File: src/rtl/key_seq_pkg.sv
// Shared types and constants for the key press sequencer: FSM state encoding,
// active-low key patterns and a small sizing helper.
package key_seq_pkg;

  typedef enum logic [2:0] {
    S_IDLE    = 3'd0,
    S_EVAL    = 3'd1,
    S_PRESS   = 3'd2,
    S_RELEASE = 3'd3,
    S_DONE    = 3'd4,
    S_ERR     = 3'd5
  } state_t;

  // {Key2, Key1}, active-low; both-low is never produced
  localparam logic [1:0] KEY_IDLE = 2'b11;
  localparam logic [1:0] KEY_UP   = 2'b01;
  localparam logic [1:0] KEY_DOWN = 2'b10;

  function automatic int max_int(input int a, input int b);
    return (a > b) ? a : b;
  endfunction

endpackage

File: src/rtl/key_seq_timer.sv
// Loadable down-counter with terminal-count flag; times both the key hold
// and the release gap.
module key_seq_timer #(
  parameter int WIDTH = 3
) (
  input  logic             clock,
  input  logic             reset,
  input  logic             load,
  input  logic [WIDTH-1:0] value,
  output logic             tc
);

  logic [WIDTH-1:0] count_q;

  always_ff @(posedge clock) begin
    if (reset) begin
      count_q <= '0;
    end else if (load) begin
      count_q <= value;
    end else if (count_q != '0) begin
      count_q <= count_q - WIDTH'(1);
    end
  end

  assign tc = (count_q == '0);

endmodule

File: src/rtl/key_press_sequencer.sv
// Steps an up/down key counter toward a latched target by emitting timed
// press/release sequences and watching the counter's fed-back value.
module key_press_sequencer
  import key_seq_pkg::*;
#(
  parameter int WIDTH       = 4,
  parameter int HOLD_CYCLES = 4,
  parameter int GAP_CYCLES  = 4,
  parameter int MAX_STEPS   = 17
) (
  input  logic             clock,
  input  logic             reset,
  input  logic             start,
  input  logic [WIDTH-1:0] target,
  input  logic [WIDTH-1:0] count_fb,
  output logic             Key2,
  output logic             Key1,
  output logic             busy,
  output logic             done,
  output logic             error
);

  localparam int TW = $clog2(max_int(HOLD_CYCLES, GAP_CYCLES) + 1);
  localparam int SW = $clog2(MAX_STEPS + 1);
  localparam logic [TW-1:0] HOLD_LOAD  = TW'(HOLD_CYCLES - 1);
  localparam logic [TW-1:0] GAP_LOAD   = TW'(GAP_CYCLES - 1);
  localparam logic [SW-1:0] STEP_LIMIT = SW'(MAX_STEPS);

  state_t           state_q, state_next;
  logic [WIDTH-1:0] tgt_q, prev_q;
  logic             dir_q, dir_next;
  logic [SW-1:0]    steps_q;
  logic [1:0]       keys_q;
  logic             busy_q, done_q, error_q;

  logic             accept, step_take;
  logic             timer_load, timer_tc;
  logic [TW-1:0]    timer_value;

  key_seq_timer #(.WIDTH(TW)) u_timer (
    .clock (clock),
    .reset (reset),
    .load  (timer_load),
    .value (timer_value),
    .tc    (timer_tc)
  );

  always_ff @(posedge clock) begin
    if (reset) begin
      state_q <= S_IDLE;
    end else begin
      state_q <= state_next;
    end
  end

  always_comb begin
    state_next  = state_q;
    accept      = 1'b0;
    step_take   = 1'b0;
    timer_load  = 1'b0;
    timer_value = '0;
    dir_next    = (count_fb < tgt_q);
    case (state_q)
      S_IDLE: begin
        if (start) begin
          accept     = 1'b1;
          timer_load = 1'b1;
          state_next = S_EVAL;
        end
      end
      S_EVAL: begin
        if (count_fb == tgt_q) begin
          state_next = S_DONE;
        end else if (steps_q == STEP_LIMIT) begin
          state_next = S_ERR;
        end else begin
          step_take   = 1'b1;
          timer_load  = 1'b1;
          timer_value = HOLD_LOAD;
          state_next  = S_PRESS;
        end
      end
      S_PRESS: begin
        if (timer_tc) begin
          timer_load  = 1'b1;
          timer_value = GAP_LOAD;
          state_next  = S_RELEASE;
        end
      end
      S_RELEASE: begin
        // A counter that did not move during this step will never converge
        if (timer_tc) begin
          state_next = (count_fb == prev_q) ? S_ERR : S_EVAL;
        end
      end
      S_DONE:  state_next = S_IDLE;
      S_ERR:   state_next = S_IDLE;
      default: state_next = S_IDLE;
    endcase
  end

  always_ff @(posedge clock) begin
    if (reset) begin
      tgt_q   <= '0;
      prev_q  <= '0;
      dir_q   <= 1'b0;
      steps_q <= '0;
    end else begin
      if (accept) begin
        tgt_q   <= target;
        steps_q <= '0;
      end
      if (step_take) begin
        dir_q   <= dir_next;
        prev_q  <= count_fb;
        steps_q <= steps_q + SW'(1);
      end
    end
  end

  // Outputs are registered from the next state so they align with the state cycle
  always_ff @(posedge clock) begin
    if (reset) begin
      keys_q  <= KEY_IDLE;
      busy_q  <= 1'b0;
      done_q  <= 1'b0;
      error_q <= 1'b0;
    end else begin
      if (state_next == S_PRESS) begin
        keys_q <= (step_take ? dir_next : dir_q) ? KEY_UP : KEY_DOWN;
      end else begin
        keys_q <= KEY_IDLE;
      end
      busy_q  <= (state_next == S_EVAL) || (state_next == S_PRESS) ||
                 (state_next == S_RELEASE);
      done_q  <= (state_next == S_DONE);
      error_q <= (state_next == S_ERR);
    end
  end

  assign Key2  = keys_q[1];
  assign Key1  = keys_q[0];
  assign busy  = busy_q;
  assign done  = done_q;
  assign error = error_q;

endmodule

File: config.mk
export PLATFORM = sky130hd
export DESIGN_NAME = key_press_sequencer
export DESIGN_NICKNAME = d
export VERILOG_FILES = /design/src/rtl/key_seq_pkg.sv /design/src/rtl/key_seq_timer.sv /design/src/rtl/key_press_sequencer.sv
export SDC_FILE = /design/constraint.sdc
export NUM_CORES = 1
export LEC_CHECK = 0
export CAP_MARGIN = 5
export CORE_MARGIN = 1.5
export CORE_UTILIZATION = 40
export CTS_CLUSTER_SIZE = 12
export DETAILED_ROUTE_END_ITERATION = 8
export PLACE_DENSITY_LB_ADDON = 0.3
export REMOVE_ABC_BUFFERS = 1
export SLEW_MARGIN = 40
export SYNTH_ARGS = -nofsm -noshare
export SYNTH_HDL_FRONTEND = slang
export SYNTH_SLANG_ARGS = --single-unit
File: constraint.sdc
create_clock -name clock -period 1.95 [get_ports clock]
set_input_delay 0.4875 -clock clock [delete_from_list [all_inputs] [get_ports clock]]
set_output_delay 0.4875 -clock clock [all_outputs]
set_load 0.05 [all_outputs]
==> results of run 1 <==
-- stage by stage --
stage          util, %  hold WS, ns  setup TNS [ns]  cells  power [mW]
6_report         54.91       0.5141               0    196       1.358
5_1_grt          54.91       0.5261               0    196       1.468
4_1_cts          53.12       0.5159               0    195       1.355
3_5_place_dp     52.14       0.4866          -5.156    191       1.120
3_3_place_gp     52.14       0.4757          -4.286    191       1.099
2_1_floorplan        -       0.4577         -0.1672    132      0.9570
-- state kept, by name (all words and copies together), names as in the netlist --
name and flops:
done 1, steps_q 5, u_timer.count_q 3, keys_q 2, tgt_q 4, dir_q 1
busy 1, prev_q 4, state_q 3, error 1
-- critical path: stages --
cell and delay [ns]:
clkdlybuf4s50_1 0.46, ha_1 0.33, nand4_1 0.14, nand3_2 0.12
buf_6 0.16, or3_4 0.36, a21oi_2 0.13
-- cell type report --
type	instances	area [µm²]
fillers	265	1265
multi-input cells	99	669.4
flip-flops and latches	25	500.5
repair buffers	29	274.0
well taps	31	38.79
inverters	8	30.03
clock buffers	3	22.52
clock inverters	1	5.005
-- how the worst min path moves through the flow --
stage,start,to,slack (ns),cells past startpoint
after detailed placement,tgt_q[1]$_SDFFE_PP0P_,tgt_q[1]$_SDFFE_PP0P_,0.49,2
after global routing,count_fb[2],prev_q[2]$_SDFFE_PP0P_,0.53,3
after global placement,steps_q[4]$_SDFFE_PP0P_,steps_q[4]$_SDFFE_PP0P_,0.48,2
after CTS,steps_q[4]$_SDFFE_PP0P_,steps_q[4]$_SDFFE_PP0P_,0.52,2
final,tgt_q[1]$_SDFFE_PP0P_,tgt_q[1]$_SDFFE_PP0P_,0.51,2
after floorplan,dir_q$_SDFF_PP0_,keys_q[0]$_SDFF_PP1_,0.46,2
-- repair_timing --
action	4_1_cts	5_1_grt
setup endpoints to repair	0	13
gates resized for setup	0	13
endpoints found under the hold margin	0	0
-- synth_stat cells, types with 2 or more instances --
cell / instances / share of area, %
nor2_1: 24 / 7.4
clkbuf_1: 2 / 0.62
and2b_1: 3 / 1.9
nor2b_1: 4 / 2.1
nand2_1: 7 / 2.2
o21ai_0: 3 / 1.2
ha_1: 8 / 8.3
nand3_1: 4 / 1.7
a211oi_1: 2 / 1.2
inv_1: 8 / 2.5
nand2b_1: 2 / 1.0
nor3_1: 3 / 1.2
xor2_1: 4 / 2.9
a21oi_1: 7 / 2.9
buf_6: 2 / 1.9
o21ai_1: 2 / 0.83
mux2i_1: 7 / 5.8
or3_1: 2 / 1.0
dfxtp_1: 25 / 41
-- cells by family (layout without fill, tap and decap cells) --
kind of cell / after synthesis / count (layout) / synth area share, %
flip-flops: 25 / 25 / 41.32
buffers and inverters: 13 / 41 / 5.372
XOR/XNOR: 5 / 5 / 3.616
adder cells (fa/ha/maj): 8 / 8 / 8.265
AO/OA/AOI/OAI: 23 / 23 / 12.19
AND/OR/NAND/NOR: 56 / 56 / 23.45
multiplexers: 7 / 7 / 5.785
-- metal layers --
layer,GRT usage [%],vias up,share of wire (%),routed length (µm)
li1,-,523,-,-
met1,21.00,478,49,1202
met2,25.32,13,47,1157
met3,2.679,5,2.4,60
met4,8.638,0,1.9,46
met5,0,-,0,0
-- power by group --
part           internal [mW]  total [mW]  leakage (nW)  switching, mW
Clock                 0.0769       0.232        0.0177          0.156
Combinational          0.242       0.508         0.495          0.267
Sequential             0.572       0.617         0.204         0.0454
Total                  0.890        1.36         0.717          0.468
==> impl_results.md, run 1 <==
- PnR worst setup slack: around 0.038 ns
- Status: finished clean
- Hold Crit Class: flip-flop to flip-flop
- Mapped Cells: 137
- Crit path to: steps_q[4]$_SDFFE_PP0P_
- Root Buffer Master: clkbuf_4
- WL final: 2465 µm
- Worst path required time: 2.21 ns
- Starting density of the core: between 40 and 50%
- Final Hold Vio Count: 0
- Initial DRC count: 25
- Pre-antenna DRT Iters: 6
- R2r startpoint: steps_q[1]$_SDFFE_PP0P_
- Avg WL per Cell: roughly 13 µm
- Critical Path AT: approximately 2.2 ns
- Worst R2R Setup Slack: between 0.2 and 0.3 ns
- Post-route design area: 0.001540 mm²
- Die width: between 50 and 60 µm
- Clk_lat worst skew: about 0.32 ns
- Core ar.: between 0.002 and 0.003 mm²
- Detailed Place HPWL: roughly 1900 µm
- Input/output buffers: 15
- VDD IR max: approximately 0.33 mV
- Setup violations, final: 0
- Setup WS pre-CTS: -0.3263 ns
- Number of synthesized flops with an enable pin: 0
- CTS tree: done
- Clk_skew: ~0.0098 ns
- Mapped Avg Cell Area: between 8 and 9 µm²
- RSZ-0062 raised after global routing: false
- Final min period: roughly 1.9 ns
- Post-CTS Setup Bufs: 0
- First-pass GRT wire length: between 4000 and 5000 µm
- Bufs on Longest Clock Path: 2
- Gr usage total: 16.07%
- # DRC: 0
- Htree depth: 1
- Period utilization: between 90% and 100%
- Total number of vias: approximately 1.0k
- Max Cap Violations: 0
- Element type at the critical path end: flip-flop
- Antenna-violating nets left: 0
- Nets: roughly 190
- Mapped Area: approximately 0.0012 mm²
- Distinct cells, synth: 37
- Top FF cell, synth: dfxtp_1
- Routed vias/inst: 5.199
- #FFs+latches synth: 25
- TritonCTS Buffers: 3
- Std-Cell Rows: 19
- Worst Reg-to-Reg Cells: 7
- Kind of critical path: primary input to flip-flop
- CTS hold repair buffers: 0
- Area Overhead vs Synth: 27.17%
- Async set-reset flop share out of synthesis: 0%
- Diodes inserted: 0
- Yosys warns: 0
- Placed cell areas: 0.001463 mm²
- Most frequent cells in the layout: dfxtp_1, nor2_1, buf_4
- Worst slew margin: 66.47%
- Fmax: 522.9 MHz
- Final Max Tran Viols: 0
- Lkg Pwr: between 0.7 and 0.8 nW
- Sequential share of the synthesized area: around 41%
- Die Ht: between 50 and 60 µm
- Leading cell type in the layout, fill and taps excluded: dfxtp_1
- RR Endpoint: steps_q[4]$_SDFFE_PP0P_
- Share of post-route cells with drive strength above 1: 15.76%
- Grt ovf: 0
- Crit path from: count_fb[3]
- CP Launch Type: primary input
- Reg clk slew, reported paths: ~0.14 ns
- PwrDens: slightly below 900 mW/mm²
- DIE AREA: ~0.0034 mm²
- CTS sink cnt: 25
- Largest net degree at the start of global routing: 15
- Initial antenna violation count: 0
- Vias in the first global route: around 930
- Top Ports: 16
- Measured slew at the worst slew-check pin: about 0.50 ns
- Peak fanout along the critical path: 5
- GPL Wtd Cong: roughly 0.79
(Power assumes the default switching activity.)
==> run 2, diff against run 1 <==
- MAX_ROUTING_LAYER: unset -> met4
- SKIP_CTS_REPAIR_TIMING: unset -> 1
==> impl_results.md, run 2 (synthesized netlist as in run 1, its figures left out) <==
- Final Max Tran Viols: 0 (unchanged)
- Routed vias/inst: 5.184 (was 5.199)
- CP Launch Type: primary input (unchanged)
- Setup WS pre-CTS: -0.3263 ns (unchanged)
- # DRC: 0 (unchanged)
- Tot Pwr: 1.363 mW (was 1.358 mW)
- Crit path buffers/inverters: 2 (unchanged)
- First-pass GRT wire length: 4146 µm (was 4133 µm)
- Top Ports: 16 (unchanged)
- Crit-path max cell delay: 0.47 ns (was 0.46 ns)
- CP cell instances: clkdlybuf4s50_1 > ha_1 > nand4_1 > nand3_2 > buf_6 > or3_4 > a21oi_2 (unchanged)
- Leading cell type in the layout, fill and taps excluded: dfxtp_1 (unchanged)
- Max Cap Violations: 0 (unchanged)
- Measured slew at the worst slew-check pin: 0.5018 ns (was 0.5022 ns)
- Setup violations, final: 0 (unchanged)
- Period utilization: 98.56% (was 98.06%)
- Element type at the critical path end: flip-flop (unchanged)
- Peak fanout along the critical path: 5 (unchanged)
- Pre-antenna DRT Iters: 6 (unchanged)
- Finished Core Util: 54.91% (unchanged)
- Vias in the first global route: 926 (was 929)
- Critical Path AT: 2.18 ns (about the same)
- Status: finished clean (unchanged)
- PwrDens: 884.7 mW/mm² (was 881.8 mW/mm²)
- TritonCTS Buffers: 3 (unchanged)
- DIE AREA: 0.003367 mm² (unchanged)
- Multi-input gate area: 674.4 µm² (was 669.4 µm²)
- Hold WS: 0.5145 ns (was 0.5141 ns)
- CTS sink cnt: 25 (unchanged)
- Lkg Pwr: 0.6997 nW (was 0.7171 nW)
- Std-Cell Rows: 19 (unchanged)
- Max FFs per register: 5 (unchanged)
- Gr usage total: 16.70% (was 16.07%)
- VDD IR max: 0.3282 mV (was 0.3262 mV)
- Fmax: 520.3 MHz (was 522.9 MHz)
- Input/output buffers: 15 (unchanged)
- Placed cell areas: 0.001463 mm² (unchanged)
- Detailed Place HPWL: 1874 µm (unchanged)
- Nets: 185 (unchanged)
- Final min period: 1.922 ns (was 1.912 ns)
- Register area: 500.5 µm² (unchanged)
- Initial antenna violation count: 0 (unchanged)
- Final Hold Vio Count: 0 (unchanged)
- Grt ovf: 0 (unchanged)
- Largest net degree at the start of global routing: 15 (unchanged)
- Clk_skew: 0.01034 ns (was 0.009812 ns)
- Die width: 58.03 µm (unchanged)
- Clk_lat worst skew: 0.32 ns (about the same)
- Root Buffer Master: clkbuf_4 (unchanged)
- PnR worst setup slack: 0.02815 ns (was 0.03777 ns)
- Total number of vias: 1016 (was 1019)
- Htree depth: 1 (unchanged)
- Area Overhead vs Synth: 27.17% (unchanged)
- Worst path required time: 2.21 ns (about the same)
- CTS tree: done (unchanged)
- Post-route design area: 0.001540 mm² (unchanged)
- Starting density of the core: 43.18% (unchanged)
- FILL cells: 264 (was 265)
- Worst slew margin: 66.49% (was 66.47%)
- Largest Register: steps_q (unchanged)
- Slowest-stage cell, CP: clkdlybuf4s50_1 (unchanged)
- Diodes inserted: 0 (unchanged)
- Share of post-route cells with drive strength above 1: 16.36% (was 15.76%)
- Antenna-violating nets left: 0 (unchanged)
- WL final: 2517 µm (was 2465 µm)
- Initial DRC count: 31 (was 25)
- Most frequent cells in the layout: dfxtp_1, nor2_1, buf_4, clkdlybuf4s50_1 (was dfxtp_1, nor2_1, buf_4)
- Hold Crit Class: flip-flop to flip-flop (unchanged)
- Kind of critical path: primary input to flip-flop (unchanged)
- Cell family with most CP delay: buffers and inverters (unchanged)
- Reg clk slew, reported paths: 0.14 ns (about the same)
- Core ar.: 0.002805 mm² (unchanged)
- Avg WL per Cell: 12.84 µm (was 12.58 µm)
- Die Ht: 58.03 µm (unchanged)
- GPL Wtd Cong: 0.8036 (was 0.7923)
- Biggest regs: steps_q: 5 flops, prev_q: 4 flops, tgt_q: 4 flops (unchanged)
- Bufs on Longest Clock Path: 2 (unchanged)
==> run 2: per-layer routing <==
layer  global-route usage (%)  wire [µm]  vias to the layer above
li1                         -          -                      524
met1                    21.00       1212                      476
met2                    25.32       1217                       14
met3                    3.348         68                        2
met4                    8.638         19                        0
met5                        -          0                        -
==> run 2: final timing paths <==
path	from	to	slack, ns	depth (start not counted)
max	count_fb[2]	steps_q[4]$_SDFFE_PP0P_	0.03	7
min	tgt_q[1]$_SDFFE_PP0P_	tgt_q[1]$_SDFFE_PP0P_	0.51	2
max reg2reg	steps_q[1]$_SDFFE_PP0P_	steps_q[4]$_SDFFE_PP0P_	0.28	7
min reg2reg	tgt_q[1]$_SDFFE_PP0P_	tgt_q[1]$_SDFFE_PP0P_	0.51	2
==> run 2: worst register-to-register path, stage by stage, from the launching register on <==
cell	delay (ns)
dfxtp_1	0.40
inv_1	0.06
ha_1	0.18
nand4bb_1	0.19
nand3_2	0.14
buf_6	0.16
or3_4	0.36
a21oi_2	0.13
==> run 2: through the flow <==
stage | setup TNS, ns | std cells
after global placement | -4.286 | 191
after detailed placement | -5.156 | 191
final | 0 | 196
after CTS | 0 | 195
after global routing | -0.006979 | 196
after floorplan | -0.1672 | 132
==> run 2: area by class of cell <==
class,instances,area share (%)
well taps,31,2.518
flip-flops and latches,25,32.49
clock buffers,3,1.462
repair buffers,29,17.47
clock inverters,1,0.3249
multi-input cells,99,43.79
inverters,8,1.950
==> run 2: where the power goes <==
part           internal [mW]  switching (mW)
combinational          0.244           0.271
sequential             0.572          0.0453
clock                 0.0768           0.154
